**src/rtl/uart_pkg.sv**
```systemverilog
// Shared defaults for the UART shift-register datapath.
package uart_pkg;

    localparam int UART_WIDTH_DEF = 9;
    localparam bit LSB_FIRST_DEF  = 1'b1;

endpackage : uart_pkg

```
**src/rtl/shift_register_framed.sv**
```systemverilog
// Serial<->parallel shift register with a per-frame bit counter, shared by the
// UART RX and TX paths; done pulses one cycle after the WIDTH-th shift.
module shift_register_framed
    import uart_pkg::*;
#(
    parameter int WIDTH     = UART_WIDTH_DEF,
    parameter bit LSB_FIRST = LSB_FIRST_DEF,
    localparam int CW       = $clog2(WIDTH + 1)
) (
    input  logic             clk,
    input  logic             reset,
    input  logic             load,
    input  logic [WIDTH-1:0] din,
    input  logic             start,
    input  logic             shift_en,
    input  logic             sin,
    output logic [WIDTH-1:0] q,
    output logic             sout,
    output logic [CW-1:0]    count,
    output logic             busy,
    output logic             done
);

    if (WIDTH < 2 || WIDTH > 32) begin : g_width_check
        $error("shift_register_framed: WIDTH must be within 2..32");
    end

    logic [WIDTH-1:0] q_q, q_d;
    logic [WIDTH-1:0] shifted;
    logic [CW-1:0]    count_q, count_d;
    logic             busy_q, busy_d;
    logic             done_q, done_d;

    // Shift direction decides both where sin enters and which end drives sout.
    if (LSB_FIRST) begin : g_lsb_first
        assign shifted = {sin, q_q[WIDTH-1:1]};
        assign sout    = q_q[0];
    end else begin : g_msb_first
        assign shifted = {q_q[WIDTH-2:0], sin};
        assign sout    = q_q[WIDTH-1];
    end

    always_comb begin
        q_d     = q_q;
        count_d = count_q;
        busy_d  = busy_q;
        done_d  = 1'b0;
        if (load) begin
            q_d     = din;
            count_d = '0;
            busy_d  = 1'b1;
        end else if (start) begin
            count_d = '0;
            busy_d  = 1'b1;
        end else if (shift_en && busy_q) begin
            q_d     = shifted;
            count_d = count_q + CW'(1);
            if (count_q == CW'(WIDTH - 1)) begin
                busy_d = 1'b0;
                done_d = 1'b1;
            end
        end
    end

    always_ff @(posedge clk or posedge reset) begin
        if (reset) begin
            q_q     <= '0;
            count_q <= '0;
            busy_q  <= 1'b0;
            done_q  <= 1'b0;
        end else begin
            q_q     <= q_d;
            count_q <= count_d;
            busy_q  <= busy_d;
            done_q  <= done_d;
        end
    end

    assign q     = q_q;
    assign count = count_q;
    assign busy  = busy_q;
    assign done  = done_q;

endmodule : shift_register_framed

```
**config.mk**
```make
export PLATFORM = sky130hd
export DESIGN_NAME = shift_register_framed
export DESIGN_NICKNAME = d
export VERILOG_FILES = /design/src/rtl/uart_pkg.sv /design/src/rtl/shift_register_framed.sv
export SDC_FILE = /design/constraint.sdc
export NUM_CORES = 1
export LEC_CHECK = 0
export BUFFER_PORTS_ARGS = -buffer_cell sky130_fd_sc_hd__buf_2
export CORE_AREA = 4 4 44 46
export CTS_CLUSTER_SIZE = 16
export DETAILED_ROUTE_END_ITERATION = 10
export DIE_AREA = 0 0 48 50
export GPL_TIMING_DRIVEN = 0
export HOLD_SLACK_MARGIN = 0.03
export PLACE_DENSITY = 0.76
export SETUP_SLACK_MARGIN = 0.4
export SLEW_MARGIN = 20
export SYNTH_ARGS = -nofsm -noshare
export SYNTH_HDL_FRONTEND = slang
export SYNTH_SLANG_ARGS = --single-unit
```
**constraint.sdc**
```tcl
create_clock -name clk -period 2.05 [get_ports clk]
set_input_delay 0.205 -clock clk [delete_from_list [all_inputs] [get_ports clk]]
set_output_delay 0.205 -clock clk [all_outputs]
set_load 0.02 [all_outputs]
```
==> out/metrics.cfg, run 1 <==
[run_status]
outcome = complete, no violations

[critical_path]
cp.arrival_ns = 1.34
r2r_cells = 4
ff2ff_setup_slack_ns = 0.87
worstReg2RegStart = busy$_DFFE_PP0P_
cp.required_ns = 2.22
worstSetupEndpointType = flop
crit_fanout = 9
reg2reg_to = q[3]$_DFFE_PP0P_
critical_path_class = reg2reg
start_kind = flop

[clock_network]
cts_made_buffers = 3
cts_tree = yes
htreeDepth = 1
clk_pin_slew_worst_paths_ns = 0.08
insertion_delay_ns = 0.27
cts-root-buf = clkbuf_4
clock_path_buffers = 2
cts_resized = 0
post-cts-setup-buffer-count = 0
cts-hold-fix-buffers = 1
cts_sinks = 15

[sta]
finalClockSkew_ns = 0.000949
hold_viol = 0
fin_setup_tns_ns = 0
maxSlewHeadroom = 0.634
fin_crit_sh = 0.573
period_needed_ns = 1.18
fmax_ghz = 0.851
grt_setup_unrepaired = no
tightest_slew_ns = 0.549
post-route-worst-setup-slack_ns = 0.875
worst_hold_slack_ns = 0.143
setup_violations = 0
slew_violations = 0

[placed_design]
gp_congestion = 0.709
hpwl_um = 1230
portBuffers = 30
dp_slack_ns = 0.877

[pwr]
ir_drop_uv = 323
clkPwrFrac = 0.262
power_density_nw_per_um2 = 662
comb_power_share = 0.210
p_sw_frac = 0.290
intPower_uw = 443
leakage_nw = 0.477
p_seq_frac = 0.529
p_sw_uw = 181
p_total_uw = 624

[die]
die_h_um = 50
die_w_um = 48
core_area_um2 = 1510
initial_core_util = 0.488
fp-row-count = 14
io_pins = 31
die_area_um2 = 2400

[global_route]
grt_pass1_vias = 605
overflow = 0
grt_first_pass_wirelength_um = 2540
grt_use_total = 0.149
grt_max_degree = 16
antenna_found_initial = 0

[logic_synthesis]
yosys-top-cells-area = dfrtp_1 (51%), a21oi_1 (14%), nor2b_1 (7.7%)
yosys_warnings = 0
yosys.area.top_type_share = 0.510
synth_cell_types = 20
synth_seq_cells = 15
synth.avg_cell_area_um2 = 8.97
syn_inst = 82
yosysTopAreaCell = dfrtp_1
synth_nets = 99
syn-cell-area_um2 = 736
ys_seq_area_frac = 0.510

[layout]
area_delta_synth_final_pct = 28.1
nets = 135
layout-drive-gt1-share = 0.325
n_antenna_cell = 0
num-fill-cells = 145

[detailed_routing]
dr.pass1.iters = 4
drc = 0
dr_total_vias = 690
drt_iter0_markers = 6
wl_um = 1610
drtAntennaViolNets = 0
viasPerCell = 5.19
post_drt_wl_per_cell_um = 12.1

[min_path]
min_from = start
hold_path_class = in2reg
min_delay_path_depth = 3
hold-path-endpoint = busy$_DFFE_PP0P_

[run]
maxCapViolations = 0

[power groups by stage]
stage                     registers [mW]  logic (mW)  clock network [mW]
after floorplan                    0.360      0.0563                   0
after global placement             0.335       0.128                   0
after detailed placement           0.336       0.131                   0
after CTS                          0.330       0.133               0.171
after global routing               0.332       0.146               0.186
final                              0.330       0.131               0.163
[flip-flops by register name (all words and copies together) (netlist names)]
signal / flops
count: 4
busy: 1
q: 9
done: 1
[routing by layer]
layer | track usage | vias to the layer above | part of all wire
met3 | 0.0327 | 2 | 0.073
met2 | 0.240 | 21 | 0.49
met4 | 0.0673 | 0 | 0.0075
met1 | 0.180 | 324 | 0.43
li1 | - | 343 | -
met5 | 0 | - | 0
[critical path, cell delays in order, from the launching register on]
cell     delay, ns
dfrtp_1       0.46
and3b_1       0.19
buf_2         0.17
a21oi_1       0.16
a21oi_1       0.08
[kinds of logic after synthesis]
kind of cell    Yosys count  share of synthesized area
compound gates           22                      0.150
simple gates             33                      0.233
xor+xnor                  2                     0.0238
buf+inv                   8                     0.0493
flops                    15                      0.510
fa+ha+maj                 2                     0.0340
[layout make-up]
type                            instances  area (um^2)  share of cell area
Timing Repair Buffer                   31          160               0.170
Buffer                                  4         21.3              0.0226
Sequential cell                        15          375               0.398
Tap cell                               16         20.0              0.0212
Clock buffer                            4         26.3              0.0279
Inverter                                4         15.0              0.0159
Multi-Input combinational cell         59          324               0.344
[how the worst max path moves through the flow]
stage / slack [ns] / to / startpoint
global route: 0.77 / q[1]$_DFFE_PP0P_ / busy$_DFFE_PP0P_
finish: 0.87 / q[3]$_DFFE_PP0P_ / busy$_DFFE_PP0P_
detailed placement: 0.88 / q[1]$_DFFE_PP0P_ / load
global placement: 0.89 / q[1]$_DFFE_PP0P_ / load
CTS: 0.88 / q[0] / q[0]$_DFFE_PP0P_
floorplan: 0.87 / count[3]$_DFFE_PP0P_ / busy$_DFFE_PP0P_
[cells in the final DEF, fill, tap and decap left out]
master / n
a21oi_1: 20
and3b_1: 1
buf_2: 32
buf_4: 1
clkbuf_1: 2
clkbuf_4: 3
dfrtp_1: 15
dlygate4sd3_1: 1
ha_1: 2
inv_1: 4
nand2_1: 11
nand2_2: 1
nand3_1: 3
nand3b_1: 2
nor2_1: 3
nor2b_1: 9
nor3_1: 1
o21ai_0: 2
or2_2: 1
or3_1: 1
xnor2_1: 1
xor2_1: 1
[cell usage after synthesis]
cell type,n
nand2_1,11
xnor2_1,1
nor3_1,1
and3b_1,1
o21ai_0,2
xor2_1,1
inv_1,4
buf_4,1
nor2_1,3
nand3b_1,2
or3_1,1
clkbuf_1,1
or2_2,1
dfrtp_1,15
buf_2,2
a21oi_1,20
nor2b_1,9
nand2_2,1
ha_1,2
nand3_1,3
[stage by stage]
step	cell area [um^2]	util	instances
final	942	0.625	133
after global routing	942	0.625	133
after detailed placement	906	0.601	128
after CTS	942	0.625	133
after floorplan	736	-	82
after global placement	906	0.601	128
(Power assumes the default switching activity.)
==> run 2: changes to the inputs <==
--- a/config.mk
+++ b/config.mk
@@ -6,13 +6,13 @@
 export NUM_CORES = 1
 export LEC_CHECK = 0
 export BUFFER_PORTS_ARGS = -buffer_cell sky130_fd_sc_hd__buf_2
-export CORE_AREA = 4 4 44 46
+export CORE_AREA = 4 4 46 48
 export CTS_CLUSTER_SIZE = 16
 export DETAILED_ROUTE_END_ITERATION = 10
-export DIE_AREA = 0 0 48 50
+export DIE_AREA = 0 0 50 52
 export GPL_TIMING_DRIVEN = 0
 export HOLD_SLACK_MARGIN = 0.03
-export PLACE_DENSITY = 0.76
+export PLACE_DENSITY = 0.7
 export SETUP_SLACK_MARGIN = 0.4
 export SLEW_MARGIN = 20
 export SYNTH_ARGS = -nofsm -noshare
==> constraint.sdc (replaced) <==
create_clock -name clk -period 1.1 [get_ports clk]
set_input_delay 0.11 -clock clk [delete_from_list [all_inputs] [get_ports clk]]
set_output_delay 0.11 -clock clk [all_outputs]
set_load 0.02 [all_outputs]
==> run 2 against run 1 <==
  * The run now ends with hold timing, setup timing left
  * Sequential power is 88% higher
  * Via count grew 8.0%
  * Clock power up 96%
  * Sequential cell count did not move
  * Setup slack lost 0.87 ns
  * Register-to-register slack worse by 0.87 ns
  * Maximum frequency grew 6.8%
  * First-iteration DRC count is 67% lower
  * Die area grew 8.3%
  * Routed wire length rose by 21%
  * Final cell count is 16% higher
  * Critical path depth is the same
==> out/metrics.cfg, run 2 (synthesis gave the netlist of run 1 again) <==
[detailed_routing]
drt_iter0_markers = 2
drc = 0
dr_total_vias = 745
viasPerCell = 4.84
wl_um = 1940
wl_met1_um = 793
met2WireLength_um = 1030
routed.top_layer = met4
route.met3.wl_um = 88
dr.pass1.iters = 4
post_drt_wl_per_cell_um = 12.6
drtAntennaViolNets = 0

[critical_path]
worstSetupEndpointType = flop
cp_top_family = flip-flops
critical_path_class = reg2reg
critPathSlowestCell = dfrtp_2
start_kind = flop
crit_fanout = 9
cp.arrival_ns = 1.27
critPathBufInv = 1
ff2ff_setup_slack_ns = -0.00008
max_stage_delay_ns = 0.46
path_cells = and3b_1 -> buf_6 -> a21oi_2 -> a21oi_1
cp.required_ns = 1.27

[placed_design]
placed_area_um2 = 963
dp.cells = 137
portBuffers = 30
hpwl_um = 1250
dp_slack_ns = -0.0574
gp_congestion = 0.744

[die]
die_w_um = 50
fp-row-count = 15
die_area_um2 = 2600
io_pins = 31
die_h_um = 52
core_area_um2 = 1710
initial_core_util = 0.431

[layout]
utilization = 0.719
final_area_um2 = 1230
final_cell_count_no_fill = 154
final_common_cell = buf_6
n_antenna_cell = 0
nets = 147
final_cell_mix = buf_6 (19), buf_2 (16), a21oi_2 (12), dfrtp_1 (12)
area_delta_synth_final_pct = 67.0
layout-drive-gt1-share = 0.558
largest_register_ffs = 9

[pwr]
ir_drop_uv = 772
p_total_mw = 1.33
leakage_nw = 0.570
power_density_nw_per_um2 = 1080

[sta]
fmax_ghz = 0.909
hold_viol = 15
grt_setup_unrepaired = yes
slew_violations = 0
fin_crit_sh = 1.00
setup_violations = 1
tightest_slew_ns = 0.587
post-route-worst-setup-slack_ns = -0.0000765
finalClockSkew_ns = 0.00226
period_needed_ns = 1.10
maxSlewHeadroom = 0.608
fin_setup_tns_ns = -0.0000765
worst_hold_slack_ns = -0.128

[clock_network]
cts_sinks = 15
htreeDepth = 1
clock_path_buffers = 2
cts-root-buf = clkbuf_4
clk_pin_slew_worst_paths_ns = 0.09
cts_tree = yes
insertion_delay_ns = 0.28
cts_made_buffers = 3

[global_route]
grt_max_degree = 16
grt_first_pass_wirelength_um = 3400
grt_use_total = 0.173
antenna_found_initial = 0
overflow = 0
grt_pass1_vias = 806

[min_path]
hold_path_class = in2async

[run_status]
violations = hold timing, setup timing
outcome = finished, violations left

[run]
maxCapViolations = 0

==> run 2: cell types whose count changed in the layout (fill, tap and decap cells not counted), sizes merged <==
cell	delta
buf	+13
dlygate4sd3	-1
==> run 2: routing by layer <==
layer,track usage,vias to the layer above
met1,0.187,360
met3,0.0315,4
met4,0.0691,0
li1,-,364
met2,0.328,17
met5,0,-
==> run 2: area by class of cell <==
cell class	instances	area, um^2
buffer	4	31.3
clock buffer	4	26.3
fill	122	479
inverter	4	15.0
multi-input combinational	59	397
sequential	15	379
tap	25	31.3
timing repair buffer	43	349
==> run 2: what timing repair did <==
item	CTS	global route
endpoints found under the setup margin	31	31
endpoints found under the hold margin	15	15
setup buffers	12	1
gates resized for setup	36	5
pin swaps	2	5
==> run 2: where the power goes <==
part | switching [mW] | internal, mW | leakage, nW
combinational | 0.190 | 0.205 | 0.378
sequential | 0.0303 | 0.588 | 0.177
clock | 0.179 | 0.141 | 0.0150
==> run 2: final timing paths <==
kind,from,endpoint,cells past startpoint
worst max-delay path,busy$_DFFE_PP0P_,q[4]$_DFFE_PP0P_,4
worst min-delay path,reset,done$_DFF_PP0_,2
worst max register to register,busy$_DFFE_PP0P_,q[4]$_DFFE_PP0P_,4
worst min register to register,q[0]$_DFFE_PP0P_,q[0]$_DFFE_PP0P_,2
max in group asynchronous,reset,count[1]$_DFFE_PP0P_,2
min in group clk,start,busy$_DFFE_PP0P_,3
